## src/rtl/dmem_pkg.sv

```systemverilog
// Shared types and constants for the wait-stated data-memory responder.
package dmem_pkg;
  localparam int WORD_BYTES = 4;
  localparam int DATA_W     = 32;
  localparam int CNT_W      = 4;

  typedef enum logic [1:0] {
    IDLE,
    WAIT,
    RESP
  } state_t;
endpackage

```

## src/rtl/dmem_wait_ctr.sv

```systemverilog
// Wait-state down-counter: load presets WAIT_CYCLES-1, enable counts toward zero.
// done is high whenever the count reads zero.
module dmem_wait_ctr
  import dmem_pkg::*;
#(
  parameter int WAIT_CYCLES = 2
) (
  input  logic clk_i,
  input  logic rst_i,
  input  logic load,
  input  logic enable,
  output logic done
);
  localparam logic [CNT_W-1:0] LOAD_VAL = (WAIT_CYCLES > 0) ? CNT_W'(WAIT_CYCLES - 1) : '0;

  logic [CNT_W-1:0] cnt;

  always_ff @(posedge clk_i or negedge rst_i) begin
    if (!rst_i) begin
      cnt <= '0;
    end else if (load) begin
      cnt <= LOAD_VAL;
    end else if (enable && (cnt != '0)) begin
      cnt <= cnt - CNT_W'(1);
    end
  end

  assign done = (cnt == '0);
endmodule

```

## src/rtl/dmem_responder.sv

```systemverilog
// Single-port word memory answering one load/store at a time after WAIT_CYCLES wait states.
// Response is a one-cycle ready strobe; stall holds the requester until it arrives.
module dmem_responder
  import dmem_pkg::*;
#(
  parameter int DEPTH_WORDS = 128,
  parameter int WAIT_CYCLES = 2
) (
  input  logic              clk_i,
  input  logic              rst_i,
  input  logic              req_i,
  input  logic              we_i,
  input  logic [31:0]       addr_i,
  input  logic [DATA_W-1:0] wdata_i,
  output logic [DATA_W-1:0] rdata_o,
  output logic              ready_o,
  output logic              err_o,
  output logic              stall_o
);
  localparam int IDX_W = $clog2(DEPTH_WORDS);
  localparam int OFF_W = $clog2(WORD_BYTES);

  state_t            state;
  state_t            state_nxt;
  logic              armed;
  logic [31:0]       addr_q;
  logic              we_q;
  logic [DATA_W-1:0] wdata_q;
  logic              cap;
  logic              ctr_load;
  logic              ctr_en;
  logic              ctr_done;
  logic              fault;
  logic              wr_en;
  logic [IDX_W-1:0]  idx;
  logic [DATA_W-1:0] mem [DEPTH_WORDS];

  assign idx   = addr_q[IDX_W+OFF_W-1:OFF_W];
  assign fault = (addr_q[OFF_W-1:0] != '0) || ((addr_q >> (IDX_W + OFF_W)) != '0);

  // armed stays low for the first edge after reset release so that edge never accepts.
  always_ff @(posedge clk_i or negedge rst_i) begin
    if (!rst_i) begin
      state   <= IDLE;
      armed   <= 1'b0;
      addr_q  <= '0;
      we_q    <= 1'b0;
      wdata_q <= '0;
    end else begin
      state <= state_nxt;
      armed <= 1'b1;
      if (cap) begin
        addr_q  <= addr_i;
        we_q    <= we_i;
        wdata_q <= wdata_i;
      end
    end
  end

  always_comb begin
    state_nxt = state;
    cap       = 1'b0;
    ctr_load  = 1'b0;
    ctr_en    = 1'b0;
    ready_o   = 1'b0;
    err_o     = 1'b0;
    rdata_o   = '0;
    wr_en     = 1'b0;
    case (state)
      IDLE: begin
        if (req_i && armed) begin
          cap = 1'b1;
          if (WAIT_CYCLES > 0) begin
            state_nxt = WAIT;
            ctr_load  = 1'b1;
          end else begin
            state_nxt = RESP;
          end
        end
      end
      WAIT: begin
        ctr_en = 1'b1;
        if (ctr_done) state_nxt = RESP;
      end
      RESP: begin
        ready_o   = 1'b1;
        err_o     = fault;
        wr_en     = we_q && !fault;
        state_nxt = IDLE;
        if (!we_q && !fault) rdata_o = mem[idx];
      end
      default: state_nxt = IDLE;
    endcase
  end

  // Storage is deliberately left out of reset; contents survive rst_i.
  always_ff @(posedge clk_i) begin
    if (wr_en) mem[idx] <= wdata_q;
  end

  assign stall_o = req_i & ~ready_o;

  dmem_wait_ctr #(
    .WAIT_CYCLES(WAIT_CYCLES)
  ) u_wait_ctr (
    .clk_i (clk_i),
    .rst_i (rst_i),
    .load  (ctr_load),
    .enable(ctr_en),
    .done  (ctr_done)
  );
endmodule

```

## config.mk

```make
export PLATFORM = sky130hd
export DESIGN_NAME = dmem_responder
export DESIGN_NICKNAME = d
export VERILOG_FILES = /design/src/rtl/dmem_pkg.sv /design/src/rtl/dmem_wait_ctr.sv /design/src/rtl/dmem_responder.sv
export SDC_FILE = /design/constraint.sdc
export NUM_CORES = 2
export LEC_CHECK = 0
export ABC_AREA = 0
export CAP_MARGIN = 20
export CORE_MARGIN = 2
export CORE_UTILIZATION = 35
export CTS_BUF_LIST = sky130_fd_sc_hd__clkbuf_16
export CTS_CLUSTER_SIZE = 24
export DETAILED_ROUTE_END_ITERATION = 8
export SYNTH_ARGS = -nofsm -noshare
export SYNTH_HDL_FRONTEND = slang
export SYNTH_SLANG_ARGS = --single-unit
export TNS_END_PERCENT = 50
```

## constraint.sdc

```tcl
create_clock -name clk_i -period 5.05 [get_ports clk_i]
set_input_delay 0.505 -clock clk_i [delete_from_list [all_inputs] [get_ports clk_i]]
set_output_delay 0.505 -clock clk_i [all_outputs]
set_load 0.005 [all_outputs]
```

Word level (Yosys, flattened, before mapping)
Memory sizes are Yosys's and may differ from the RTL's.
Cells that the tools add are included.
{"block": "classes", "addsub": 1, "n_eq_ne": 4, "mux": 15, "bitwise_logic": 2, "reduce_logical": 14}
{"cell": "2-to-1 mux 32 bit", "count": 2}
{"cell": "nonzero test 32 bit", "count": 1}
{"cell": "2-to-1 mux 1 bit", "count": 8}
{"cell": "2-to-1 mux 4 bit", "count": 2}
{"cell": "logical AND 1 bit", "count": 4}
{"cell": "zero test 4 bit", "count": 1}
{"cell": "2-to-1 mux 2 bit", "count": 2}
{"cell": "!= test 2 bit (second input constant)", "count": 2}
{"cell": "one-hot mux 2 bit (2 select lines)", "count": 1}
{"cell": "nonzero test 2 bit", "count": 2}
{"cell": "nonzero test 4 bit", "count": 1}
{"cell": "subtractor 4 x 1 -> 4 bit (second input constant)", "count": 1}
{"cell": "equality test 2 x 1 -> 1 bit (second input constant)", "count": 1}
{"cell": "equality test 2 bit (second input constant)", "count": 1}
{"cell": "zero test 1 bit", "count": 2}
{"cell": "zero test 2 bit", "count": 1}
{"cell": "AND reduction 2 bit", "count": 1}
{"cell": "AND 1 bit", "count": 1}
{"cell": "logical OR 1 bit", "count": 1}
{"cell": "inverter 1 bit", "count": 1}
{"block": "totals", "reg_bits": 72, "ram_bits": 4096, "out_inout_bits": 35, "elab_cells": 43, "mem_count": 1}
{"name": "mem", "words": 128, "word_bits": 32, "rd": 1, "rd_ports_with_merged_regs": 0, "wr": 1, "line_no": "dmem_responder.sv:36", "rtl": "logic [DATA_W-1:0] mem [DEPTH_WORDS];"}

Longest topological paths before layout
{"block": "depth", "ltp_word": 7, "mapped_depth": 12, "mapped_depth_nobuf": 7}

Cells and area by module
Synthesis repeated with hierarchy kept, for this count alone.
{"block": "hier_totals", "cells_unflattened": 9403, "hier_area_um2": 161398.5}
{"module": "dmem_responder", "n_inst": 1, "cells_per_inst": 9379, "area_each_um2": 161152.1}
{"module": "dmem_wait_ctr", "n_inst": 1, "cells_per_inst": 24, "area_each_um2": 246.5}

Worst setup path after synthesis
Ideal clock, no wire load.
{"block": "synth_path", "path_kind": "register to register", "startpoint": "reg addr_q[4]", "endpoint": "mem mem[107][0], enable pin", "setup_time_ns": 0.421, "t_arrival_ns": 3.192, "slack_ns": 1.437, "path_stages_with_launch": 11, "path_cell_list": "dfrtp_1 > buf_6 > buf_6 > buf_2 > buf_4 > buf_2 > buf_2 > nor2_1 > nand2_1 > buf_2 > nor2_1"}
{"item": "start, declared", "line_no": "dmem_responder.sv:26", "rtl": "logic [31:0] addr_q;"}
{"item": "start signal, assigned", "line_no": "dmem_responder.sv:53", "rtl": "addr_q <= addr_i;"}
{"item": "end, declared", "line_no": "dmem_responder.sv:36"}
No word-level cell before the write port.

Worst setup path in the final report
{"block": "layout_path", "startpoint": "reg addr_q[4]", "endpoint": "out rdata_o[13]"}
{"block": "layout_between", "elab_chain_len": 3}
{"item": "memory read (128 x 32 bit)"}
{"item": "2-to-1 mux 32 bit", "line_no": "dmem_responder.sv:90", "rtl": "if (!we_q && !fault) rdata_o = mem[idx];"}
{"item": "2-to-1 mux 32 bit", "line_no": "dmem_responder.sv:69", "rtl": "case (state)"}
{"item": "end, declared", "line_no": "dmem_responder.sv:15", "rtl": "output logic [DATA_W-1:0] rdata_o,"}
No other way between the ends.

==> key figures <==
STA
  • Post-route setup TNS: -3.620 ns
  • RSZ-0062 raised after global routing: true
  • Clock skew: 0.06144 ns
  • Final setup fails: 22
  • F_max: approximately 180 MHz
  • Slew headroom: -0.04052
  • Worst-margin pin slew: 1.561 ns
  • Hold Violations, Final: 0
  • Post-route minimum period: 5.439 ns
  • Setup ws final: -0.3889 ns
  • Final critical-path share of the clock period: 1.077
  • Slew Viols, Final: 51

Yosys
  • Ranking of synthesized cells by area: edfxtp_1, a221oi_1, mux2i_1
  • Ys flop type: edfxtp_1
  • Post-synth top cells: edfxtp_1, nand2_1, a221oi_1, a21oi_1, nor2_1
  • Count leader, synth: edfxtp_1
  • Number of synthesized flops with an enable pin: around 4000
  • Number of synthesized register bits: between 4000 and 5000
  • Post-synthesis area per instance: 17.08 µm²
  • Area leader, netlist: edfxtp_1
  • Area share of the largest cell type after synthesis: 0.7660
  • Synthesized cell area: between 0.15 and 0.2 mm²
  • Yosys warns: 0
  • Ys async rst share: 0.01727
  • Yosys cell types: 82
  • Post-Synthesis Cells: 9403
  • Register area share after synthesis: 0.7772
  • Syn_nets: 9472

Place
  • Detailed Place HPWL: around 350 mm
  • Buffers on Ports: between 100 and 150
  • Gpl congestion: between 0.9 and 1

GRT
  • Total grt overflow: 0
  • Total GRT Usage: 0.2437
  • Initial antenna violation count: ~60
  • First-pass GRT wire length: 794.7 mm
  • Vias in the first global route: about 97000
  • Largest net degree at the start of global routing: approximately 130

Drt
  • Routed Antenna Nets: 0
  • Average wire per standard cell: 35.29 µm
  • Vias: around 100k
  • Routed wire length: approximately 600 mm
  • DRT iter0 DRCs: 19150
  • Via/cell ratio: 6.119
  • DR DRC count: 1
  • Drt pass-1 iters: 9

Finish
  • Layout Nets: 10250
  • Post-layout util: 0.4245
  • Fraction of layout cells with a size suffix above 1: 0.2229
  • Multi-input gate area: about 0.035 mm²
  • Sequential cell area: ~0.12 mm²
  • Area delta synth->final: 20.66%
  • Fillers: 39660

Clocking
  • Num CTS Buffers: around 420
  • CTS tree: built
  • Longest Clk Path Bufs: 4
  • Num Clock Sinks: roughly 4200
  • CTS H-Tree Depth: 5
  • Clock root cell: clkbuf_16
  • Worst-Skew Late Latency: 1.01 ns
  • Reg clk slew, reported paths: about 0.06 ns

Min path
  • Worst Hold Class: in2async

Worst setup path
  • Crit path to: rdata_o[13]
  • Crit path launch type: register
  • Register-to-register setup slack: 0.37 ns
  • Worst R2R Path Depth: 8
  • Critical Setup Path Class: reg2out
  • Worst EP required: around 4.6 ns
  • Endpoint class of the critical path: primary output
  • Critical R2R Capture: mem[105][6]
  • Crit path from: addr_q[4]
  • CP max FO: 30
  • Worst EP arrival: around 4.9 ns
  • FF-to-FF Start: addr_q[10]

Outcome
  • Failing checks: design-rule violations, max-slew violations, negative setup slack
  • Status: finished, violations left

Power and ir drop
  • Peak supply drop: 0.6620 mV
  • Pwr Total: 124000 µW
  • Lkg Pwr: approximately 0.062 µW
  • Pwr per Cell Area: ~640 mW/mm²

Run
  • # Max-Cap Violations: 0

Floorplan
  • Initial core utilization: 0.3518
  • Die Y: slightly below 700 µm
  • Io pins: between 100 and 150
  • Die width: 681.3 µm
  • Number of cell rows: roughly 250
  • Die footprint: around 0.46 mm²
  • Core Area: about 0.46 mm²
through the flow:
stage / setup WS [ns] / hold WS, ns / std cells / area, µm²
2_1_floorplan: 1.437 / 0.2094 / 9403 / 160600
3_3_place_gp: -0.8208 / 0.4749 / 15660 / 174200
3_5_place_dp: -0.6375 / 0.5004 / 15670 / 174400
4_1_cts: -0.2503 / 0.09348 / 16610 / 192500
5_1_grt: -0.3131 / 0.03589 / 16660 / 193700
6_report: -0.3889 / 0.01999 / 16680 / 193800
how the worst min path moves through the flow:
stage | start | to | slack [ns] | cells past startpoint
2_1_floorplan | rst_i | addr_q[0] | 0.21 | 0
3_3_place_gp | u_wait_ctr.cnt[0] | u_wait_ctr.cnt[0] | 0.47 | 1
3_5_place_dp | addr_q[17] | addr_q[17] | 0.50 | 1
4_1_cts | wdata_i[0] | wdata_q[0] | 0.09 | 2
5_1_grt | rst_i | wdata_q[29] | 0.04 | 2
6_report | rst_i | addr_q[29] | 0.02 | 2
sequential cells by signal (all words and copies together), names as in the netlist:
name and cells:
armed 1, addr_q 32, we_q 1, state 2, mem 4096, wdata_q 32, u_wait_ctr.cnt 4
worst max-delay path, stage by stage (launching register included):
cell and delay (ns):
dfrtp_4 0.45, buf_12 0.22, buf_16 0.21, buf_12 0.20, nor2_4 0.10, buf_12 0.18, a221oi_2 0.35, a21oi_1 0.10
o221a_2 0.35, o211ai_1 0.99, buf_4 0.28, a41oi_4 0.15, buf_2 0.18
cells by family after synthesis:
group	count (synthesis)	share of synthesized area
DFF	4168	0.7772
adders and majority gates	1	0.00007791
muxes	632	0.04828
buffers and inverters	735	0.02291
xor gates and xnor gates	2	0.0001091
AOI/OAI and AO/OA	2511	0.1163
other	1	0.00002335
and+or+nand+nor	1353	0.03514
power by group:
group	leakage, µW	switching, µW	internal, µW	total, µW
registers	0.0377	2700	43600	46300
clock network	0.00701	13400	17700	31100
logic	0.0172	31700	15000	46700
total	0.0619	47800	76200	124000
placed cells by master, fill, tap and decap left out, drive strengths merged, types with 99 or more instances in the layout:
cell and n:
buf 943, mux4 99, a222oi 189, edfxtp 4096, inv 106, clkbuf 442, a22oi 339, o22ai 188
a21oi 443, mux2 150, clkinv 192, nor2 423, a221oi 468, mux2i 383, nor3 127, nand2 642
o21ai 279
layout make-up:
class,instances,area share
flip-flops and latches,4168,0.6448
multi-input cells,4503,0.1804
repair buffers,1076,0.06388
clock buffers,433,0.05592
well taps,6125,0.03955
clock inverters,341,0.01466
inverters,14,0.0004779
diodes,19,0.0002454
metal layers:
metal / vias to the layer above / routed length (µm) / GRT usage
li1: 40390 / - / -
met1: 52460 / 208100 / 0.3133
met2: 7744 / 262000 / 0.3706
met3: 1441 / 74400 / 0.05971
met4: 24 / 43960 / 0.1535
met5: - / 141 / 0
repair_timing:
item                                    in CTS  in global routing
buffers inserted                           113                 41
resized for setup                          427                130
endpoints found under the setup margin      32                 28
gates cloned                                52                  9
hold endpoints to repair                    72                  0
pin swaps                                   98                 63
hold buffers                                 1                  0
No activity file was read; power rests on OpenSTA's default activity.
